File: config.mk
export PLATFORM = sky130hd
export DESIGN_NAME = uart_char_rx_flat
export DESIGN_NICKNAME = d
export VERILOG_FILES = /design/src/rtl/uart_char_pkg.sv /design/src/rtl/uart_char_rx_if.sv /design/src/rtl/uart_bit_timer.sv /design/src/rtl/uart_char_rx.sv /design/src/flat_wrapper.sv
export SDC_FILE = /design/constraint.sdc
export NUM_CORES = 1
export LEC_CHECK = 0
export CAP_MARGIN = 20
export CORE_MARGIN = 2
export CORE_UTILIZATION = 26
export DETAILED_ROUTE_END_ITERATION = 10
export GPL_TIMING_DRIVEN = 0
export MAX_ROUTING_LAYER = met4
export PLACE_DENSITY = 0.53
export SYNTH_ARGS = -nofsm -noshare
export SYNTH_HDL_FRONTEND = slang
export SYNTH_SLANG_ARGS = --single-unit
File: constraint.sdc
create_clock -name clk -period 2 [get_ports clk]
set_input_delay 0.4 -clock clk [delete_from_list [all_inputs] [get_ports clk]]
set_output_delay 0.4 -clock clk [all_outputs]
set_load 0.02 [all_outputs]
File: src/rtl/uart_char_pkg.sv
// Shared types and constants for the UART character receiver.
package uart_char_pkg;

    localparam int   CHAR_W   = 8;
    localparam logic RXD_IDLE = 1'b1;

    typedef enum logic [2:0] {
        IDLE,
        START,
        DATA,
        PARITY,
        STOP,
        BREAK
    } rx_state_t;

endpackage

File: src/rtl/uart_char_rx_if.sv
// Character output channel of uart_char_rx: one-entry valid/ready register plus error pulses.
interface uart_char_rx_if;
    import uart_char_pkg::*;

    logic [CHAR_W-1:0] out_char;
    logic              out_valid;
    logic              out_ready;
    logic              frame_err;
    logic              parity_err;
    logic              overrun;

    modport master (
        output out_char,
        output out_valid,
        input  out_ready,
        output frame_err,
        output parity_err,
        output overrun
    );

    modport slave (
        input  out_char,
        input  out_valid,
        output out_ready,
        input  frame_err,
        input  parity_err,
        input  overrun
    );

endinterface

File: src/rtl/uart_bit_timer.sv
// Bit-period counter: ticks at the mid-bit point (half) or the end of a full bit period.
module uart_bit_timer #(
    parameter int CLKS_PER_BIT = 16
) (
    input  logic clk,
    input  logic rst,
    input  logic restart,
    input  logic half,
    output logic tick
);
    localparam int CW = $clog2(CLKS_PER_BIT);
    localparam logic [CW-1:0] FULL_LAST = CW'(CLKS_PER_BIT - 1);
    localparam logic [CW-1:0] HALF_LAST = CW'(CLKS_PER_BIT / 2 - 1);

    logic [CW-1:0] cnt;

    assign tick = !restart && (cnt == (half ? HALF_LAST : FULL_LAST));

    always_ff @(posedge clk) begin
        if (rst || restart || tick) begin
            cnt <= '0;
        end else begin
            cnt <= cnt + 1'b1;
        end
    end

endmodule

File: src/rtl/uart_char_rx.sv
// 8N1 UART character receiver with a one-entry valid/ready output register.
// Define UART_CHAR_RX_PARITY_EN to add an even-parity bit after the data bits.
module uart_char_rx
    import uart_char_pkg::*;
#(
    parameter int CLKS_PER_BIT = 16
) (
    input  logic           clk,
    input  logic           rst,
    input  logic           rxd,
    uart_char_rx_if.master rx
);
    rx_state_t         state;
    logic              rx_meta;
    logic              rxs;
    logic [2:0]        bitn;
    logic [CHAR_W-1:0] shreg;
    logic              tick;
    logic              vld_p0;
    logic [CHAR_W-1:0] char_p0;
    logic              ferr_p0;
`ifdef UART_CHAR_RX_PARITY_EN
    logic              par_bad;
    logic              perr_p0;
`else
    localparam logic   par_bad = 1'b0;
`endif

    always_ff @(posedge clk) begin
        if (rst) begin
            rx_meta <= RXD_IDLE;
            rxs     <= RXD_IDLE;
        end else begin
            rx_meta <= rxd;
            rxs     <= rx_meta;
        end
    end

    // Counter is held at zero while waiting for an edge, so every timed state starts fresh.
    uart_bit_timer #(.CLKS_PER_BIT(CLKS_PER_BIT)) u_timer (
        .clk     (clk),
        .rst     (rst),
        .restart ((state == IDLE) || (state == BREAK)),
        .half    (state == START),
        .tick    (tick)
    );

    // Stage p0: frame FSM, result strobes registered at the stop-bit sample
    always_ff @(posedge clk) begin
        if (rst) begin
            state   <= IDLE;
            bitn    <= '0;
            shreg   <= '0;
            vld_p0  <= 1'b0;
            char_p0 <= '0;
            ferr_p0 <= 1'b0;
`ifdef UART_CHAR_RX_PARITY_EN
            par_bad <= 1'b0;
            perr_p0 <= 1'b0;
`endif
        end else begin
            vld_p0  <= 1'b0;
            ferr_p0 <= 1'b0;
`ifdef UART_CHAR_RX_PARITY_EN
            perr_p0 <= 1'b0;
`endif
            unique case (state)
                IDLE: begin
                    if (rxs != RXD_IDLE) begin
                        bitn  <= '0;
                        state <= START;
`ifdef UART_CHAR_RX_PARITY_EN
                        par_bad <= 1'b0;
`endif
                    end
                end
                START: begin
                    if (tick) state <= (rxs == RXD_IDLE) ? IDLE : DATA;
                end
                DATA: begin
                    if (tick) begin
                        shreg[bitn] <= rxs;
                        if (bitn == 3'd7) begin
`ifdef UART_CHAR_RX_PARITY_EN
                            state <= PARITY;
`else
                            state <= STOP;
`endif
                        end else begin
                            bitn <= bitn + 3'd1;
                        end
                    end
                end
`ifdef UART_CHAR_RX_PARITY_EN
                PARITY: begin
                    if (tick) begin
                        par_bad <= ^{shreg, rxs};
                        state   <= STOP;
                    end
                end
`endif
                STOP: begin
                    if (tick) begin
`ifdef UART_CHAR_RX_PARITY_EN
                        perr_p0 <= par_bad;
`endif
                        if (rxs == RXD_IDLE) begin
                            vld_p0  <= !par_bad;
                            char_p0 <= shreg;
                            state   <= IDLE;
                        end else begin
                            ferr_p0 <= 1'b1;
                            state   <= BREAK;
                        end
                    end
                end
                BREAK: begin
                    if (rxs == RXD_IDLE) state <= IDLE;
                end
                default: state <= IDLE;
            endcase
        end
    end

    // Stage p1: one-entry output register; a held character is never overwritten
    always_ff @(posedge clk) begin
        if (rst) begin
            rx.out_char  <= '0;
            rx.out_valid <= 1'b0;
            rx.frame_err <= 1'b0;
            rx.overrun   <= 1'b0;
        end else begin
            rx.frame_err <= ferr_p0;
            rx.overrun   <= 1'b0;
            if (vld_p0) begin
                if (!rx.out_valid || rx.out_ready) begin
                    rx.out_char  <= char_p0;
                    rx.out_valid <= 1'b1;
                end else begin
                    rx.overrun <= 1'b1;
                end
            end else if (rx.out_valid && rx.out_ready) begin
                rx.out_valid <= 1'b0;
            end
        end
    end

`ifdef UART_CHAR_RX_PARITY_EN
    always_ff @(posedge clk) begin
        if (rst) rx.parity_err <= 1'b0;
        else     rx.parity_err <= perr_p0;
    end
`else
    assign rx.parity_err = 1'b0;
`endif

endmodule

File: src/flat_wrapper.sv
// flat-port wrapper written by rule: the top's interface ports become plain ports
module uart_char_rx_flat import uart_char_pkg::*;
#(
    parameter int CLKS_PER_BIT = 16
)
  (clk, rst, rxd, rx_out_char, rx_out_valid, rx_out_ready, rx_frame_err, rx_parity_err, rx_overrun);
  uart_char_rx_if rx_i ();
  input  logic clk;
  input  logic rst;
  input  logic rxd;
  output wire logic [$bits(rx_i.out_char)-1:0] rx_out_char;
  output wire logic [$bits(rx_i.out_valid)-1:0] rx_out_valid;
  input wire logic [$bits(rx_i.out_ready)-1:0] rx_out_ready;
  output wire logic [$bits(rx_i.frame_err)-1:0] rx_frame_err;
  output wire logic [$bits(rx_i.parity_err)-1:0] rx_parity_err;
  output wire logic [$bits(rx_i.overrun)-1:0] rx_overrun;
  assign rx_out_char = rx_i.out_char;
  assign rx_out_valid = rx_i.out_valid;
  assign rx_i.out_ready = rx_out_ready;
  assign rx_frame_err = rx_i.frame_err;
  assign rx_parity_err = rx_i.parity_err;
  assign rx_overrun = rx_i.overrun;
  uart_char_rx #(.CLKS_PER_BIT(CLKS_PER_BIT)) u_core (.clk(clk), .rst(rst), .rxd(rxd), .rx(rx_i));
endmodule
# Word-level counts from Yosys, hierarchy flattened
# Cells that the tools add are included.
[totals]
inputBits = 4
elab_cells = 77
register_bits = 41
output_inout_bits = 12
mem_count = 0
latch_bits = 0
ramBits = 0
romBits = 0
[classes]
div = 0
n_mux = 23
n_lt_le_gt_ge = 2
shifts = 0
addsub = 2
n_bitwise = 3
reduce_logical = 20
n_eq_ne = 14
mul = 0
[ops]
columns = ["op", "count"]
rows = [
  ["$mux W3", 10],
  ["$pmux W3 S5", 1],
  ["$ne A2 B2 Y1 const B", 5],
  ["$eq A3 B3 Y1 const B", 3],
  ["$bwmux W8", 1],
  ["$mux W1", 7],
  ["$ne A2 B1 Y1 const B", 3],
  ["$pmux W3 S2", 1],
  ["$reduce_and A2 Y1", 3],
  ["$reduce_and A6 Y1", 1],
  ["$add A4 B1 Y4 const B", 1],
  ["$eq A4 B4 Y1", 1],
  ["$logic_or A1 B1 Y1", 4],
  ["$lt A3 B4 Y1 const B", 1],
  ["$mux W4", 1],
  ["$reduce_and A4 Y1", 1],
  ["$reduce_bool A2 Y1", 2],
  ["$add A3 B1 Y3 const B", 1],
  ["$demux W1 S3", 1],
  ["$eq A3 B1 Y1 const B", 1],
  ["$eq A3 B2 Y1 const B", 1],
  ["$ge A3 B1 Y1 const B", 1],
  ["$logic_and A1 B1 Y1", 3],
  ["$logic_not A3 Y1", 1],
  ["other kinds (6)", 9],
]

# Longest topological paths before layout
[depth]
depth_word = 6
mapped_depth = 6

# Hierarchy
# A second synthesis with hierarchy kept.
[hier_totals]
hier_cells = 177
area_unflattened_um2 = 1756.7
[by_module_without_submodules]
columns = ["module", "n_inst", "seq_area_each_um2", "cells_per_inst", "area_per_inst_um2"]
rows = [
  ["uart_char_rx", 1, 740.7, 160, 1594.0],
  ["uart_bit_timer", 1, 80.1, 17, 162.7],
]

# Least setup slack after synthesis
# Ideal clock, no wire load.
[synth_timing]
kind = "register to register"
start = "register u_core.u_timer.cnt[0]"
end = "register u_core.char_p0[1]"
setup_slack_ns = 0.459
synth_period_minus_slack_ns = 1.541
required_time_ns = 1.872
path_stages_with_launch = 7
arrival_ns = 1.414
setup_time_ns = 0.128
path_cell_list = "dfxtp_1 -> ha_1 -> nand3_2 -> nor4_1 -> buf_4 -> mux2i_1 -> nor2_1"
[synth_between]
elab_chain_len = 3
[synth_rtl]
columns = ["item", "line_no", "source"]
rows = [
  ["from (decl)", "uart_bit_timer.sv:15", "logic [CW-1:0] cnt;"],
  ["from (signal assigned)", "uart_bit_timer.sv:23", "cnt <= cnt + 1'b1;"],
  ["$eq A4 B4 Y1", "uart_bit_timer.sv:17", "assign tick = !restart && (cnt == (half ? HALF_LAST : FULL_LAST));"],
  ["$logic_and A1 B1 Y1", "uart_bit_timer.sv:17", ""],
  ["$reduce_and A3 Y1 (no source line)", "-", ""],
  ["to (signal assigned)", "uart_char_rx.sv:109", "char_p0 <= shreg;"],
  ["to (decl)", "uart_char_rx.sv:20", "logic [CHAR_W-1:0] char_p0;"],
]
# Every way passes these cells.
# A chain may end at the register's enable or synchronous reset.

# Worst setup path in the final report
[layout_timing]
start = "input port rst"
end = "register u_core.ferr_p0"
[layout_between]
elab_chain_len = 1
[layout_rtl]
columns = ["item", "line_no", "source"]
rows = [
  ["from (decl)", "flat_wrapper.sv:9", "input logic rst;"],
  ["$reduce_or A3 Y1 (no source line)", "-", ""],
  ["to (signal assigned)", "uart_char_rx.sv:56", "ferr_p0 <= 1'b0;"],
  ["to (signal assigned)", "uart_char_rx.sv:63", "ferr_p0 <= 1'b0;"],
  ["to (signal assigned)", "uart_char_rx.sv:112", "ferr_p0 <= 1'b1;"],
  ["to (decl)", "uart_char_rx.sv:21", "logic ferr_p0;"],
]
# Every way passes these cells.

==> impl_metrics.yaml <==
floorplanning:
  ios: 16
  fp.dieArea_um2: 7280
  core.rowCount: 29
  die_y_um: 85.3
  coreArea_um2: 6390
  dieWidth_um: 85.3
  initial_core_util_pct: 26.9
clocking:
  clockBufferDepth: 2
  clkLatencyLatePin_ns: 0.29
  cts_tree: "yes"
  clk_pin_slew_ns: 0.08
  ctsResizeCount: 0
  cts.sinks: 41
  post_cts_buffers: 0
  numCtsBuffers: 5
  htree_levels: 2
  clock-root-buffer: "clkbuf_8"
  cts_hold_buf: 0
worst_hold_path:
  hold_path_class: "flip-flop to flip-flop"
yosys:
  synth_largest_area_cell: "dfxtp_1"
  ys_seq_elements: 41
  ys_seq_area_share_pct: 47.7
  ys_warn_count: 0
  synthDistinctLibCells: 41
  syn_area_um2: 1720
  syn_nets: 188
  syn_area_per_cell_um2: 9.50
  postSynthCellCount: 181
  ys_top_cells_by_area: "dfxtp_1 48%, mux2i_1 12%, nor2_1 5.9%"
  yosysTopAreaCellShare_pct: 47.7
outcome:
  status: "completed"
run:
  drv_cap: 0
drt:
  drt_iter0_drc: 88
  via_per_inst: 4.59
  drc: 0
  postRouteAntennaNets: 0
  drt_pass1_iterations: 4
  wl_per_cell_um: 11.7
  route.vias.total: 1281
  wirelength_mm: 3.27
finish:
  layout.nets: 209
  final_cell_mix: "41 x dfxtp_1, 27 x nor2_1, 20 x mux2i_1"
  diodes: 0
  area_delta_synth_final_pct: 19.8
  final_common_cell: "dfxtp_1"
  drive_gt1_share_pct: 10.4
global_routing:
  grt_max_degree: 13
  grt_pass1_wl_mm: 5.48
  antenna_found_initial: 0
  overflow: 0
  grt_pass1_vias: 1205
  grt_usage_pct: 9.76
setup_path:
  crit_path_max_fanout: 10
  crit_path_end_kind: "flip-flop"
  critPathKind: "primary input to flip-flop"
  cp.arrival_ns: 1.99
  cp-start-kind: "primary input"
  crit_required_ns: 2.15
timing:
  finalSetupViolCount: 0
  relSlewSlack_pct: 61.9
  holdWs_ns: 0.416
  min_period_ns: 1.84
  max_freq_mhz: 544
  fin_ws_ns: 0.162
  worst_slew_pin_slew_ns: 0.572
  rsz0062_at_grt: "false"
  report.final.slew_viol_count: 0
  finalCritPeriodShare_pct: 91.9
  timing.final.hold_violations: 0
  finClkSkew_ns: 0.00347
placed_design:
  pre_cts_ws_ns: -0.146
  port_buffers: 14
  dp_hpwl_mm: 2.27
  gp_congestion: 0.718
power:
  p_per_area_nw_per_um2: 735
  p_leak_nw: 0.790
  vdd_drop_max_mv: 0.330
  power.total_mw: 1.51
[metal layers]
layer	wire length (µm)	vias to the layer above	GRT usage (%)
li1	-	675	-
met1	1660	578	12.2
met2	1420	23	14.5
met3	133	5	2.92
met4	57	0	4.33
met5	0	-	-
[cells by family after synthesis]
| kind of cell | count (synthesis) | synth area share [%] |
|---|---|---|
| AO/OA/AOI/OAI | 26 | 10.1 |
| adder cells (fa/ha/maj) | 3 | 2.18 |
| XOR/XNOR | 3 | 1.53 |
| AND/OR/NAND/NOR | 70 | 21.7 |
| other | 1 | 0.218 |
| buffers and inverters | 17 | 4.88 |
| flip-flops | 41 | 47.7 |
| multiplexers | 20 | 11.6 |
[flip-flops by register name (all words and copies together) (netlist names)]
name and cells:
u_core.char_p0 8, u_core.ferr_p0 1, u_core.rxs 1, u_core.rx_meta 1, u_core.rx.out_char 8, u_core.rx.overrun 1, u_core.bitn 3, u_core.vld_p0 1
u_core.state 3, u_core.rx.out_valid 1, u_core.shreg 8, u_core.u_timer.cnt 4, u_core.rx.frame_err 1
[metrics by stage]
step	setup TNS, ns	util (%)	area, µm²	std cells
floorplan	0	-	1720	181
global placement	-2.00	30.6	1960	272
detailed placement	-1.58	30.6	1960	272
CTS	0	32.2	2060	279
global route	0	32.2	2060	279
finish	0	32.2	2060	279
[worst paths after layout]
kind                                          from                              to  slack (ns)  cells after the start
setup / recovery                               rst       u_core.ferr_p0$_SDFF_PP0_        0.16                      4
hold reg to reg          u_core.rx_meta$_SDFF_PP1_           u_core.rxs$_SDFF_PP1_        0.42                      1
hold / removal           u_core.rx_meta$_SDFF_PP1_           u_core.rxs$_SDFF_PP1_        0.42                      1
setup reg to reg  u_core.u_timer.cnt[0]$_SDFF_PP0_  u_core.char_p0[2]$_SDFFE_PP0P_        0.23                      6
[power breakdown]
group	internal (mW)	total, mW	switching (mW)
combinational	0.0164	0.0464	0.0300
sequential	0.819	0.821	0.00218
clock	0.363	0.645	0.282
total	1.20	1.51	0.314
[layout make-up]
type                    count  area (µm²)
clock buffers               5        68.8
well taps                  77        96.3
inverters                   6        22.5
plain buffers              11        61.3
repair buffers             14         140
clock inverters             2        35.0
flip-flops and latches     41         821
fillers                   675        4330
multi-input cells         123         815
[worst max-delay path: stages]
cell,delay [ns]
clkdlybuf4s50_1,0.53
clkbuf_1,0.45
clkbuf_1,0.46
nor4_1,0.15
[synthesized netlist by cell type]
| master | instances |
|---|---|
| or2_2 | 3 |
| xor2_1 | 1 |
| a211oi_1 | 1 |
| nand3_2 | 1 |
| conb_1 | 1 |
| buf_2 | 4 |
| nor3b_1 | 1 |
| nor3_1 | 3 |
| inv_1 | 6 |
| nand2_1 | 6 |
| buf_1 | 1 |
| a22o_1 | 3 |
| nand3_1 | 2 |
| nor4b_1 | 1 |
| a21oi_1 | 6 |
| a21oi_2 | 1 |
| nand2b_1 | 3 |
| o211ai_1 | 1 |
| nor2b_1 | 3 |
| and3_1 | 1 |
| ha_1 | 3 |
| o21ai_2 | 1 |
| dfxtp_1 | 41 |
| a221oi_1 | 1 |
| o2111a_1 | 1 |
| a31oi_1 | 2 |
| or4b_1 | 1 |
| a41o_1 | 1 |
| o21bai_1 | 1 |
| nor4_1 | 8 |
| or3_1 | 5 |
| buf_4 | 2 |
| and4b_1 | 2 |
| mux2i_1 | 20 |
| clkbuf_1 | 3 |
| nor2_1 | 27 |
| o21ai_0 | 7 |
| or3b_4 | 1 |
| xnor2_1 | 2 |
| nand4_1 | 2 |
| buf_6 | 1 |
(Power assumes the default switching activity.)
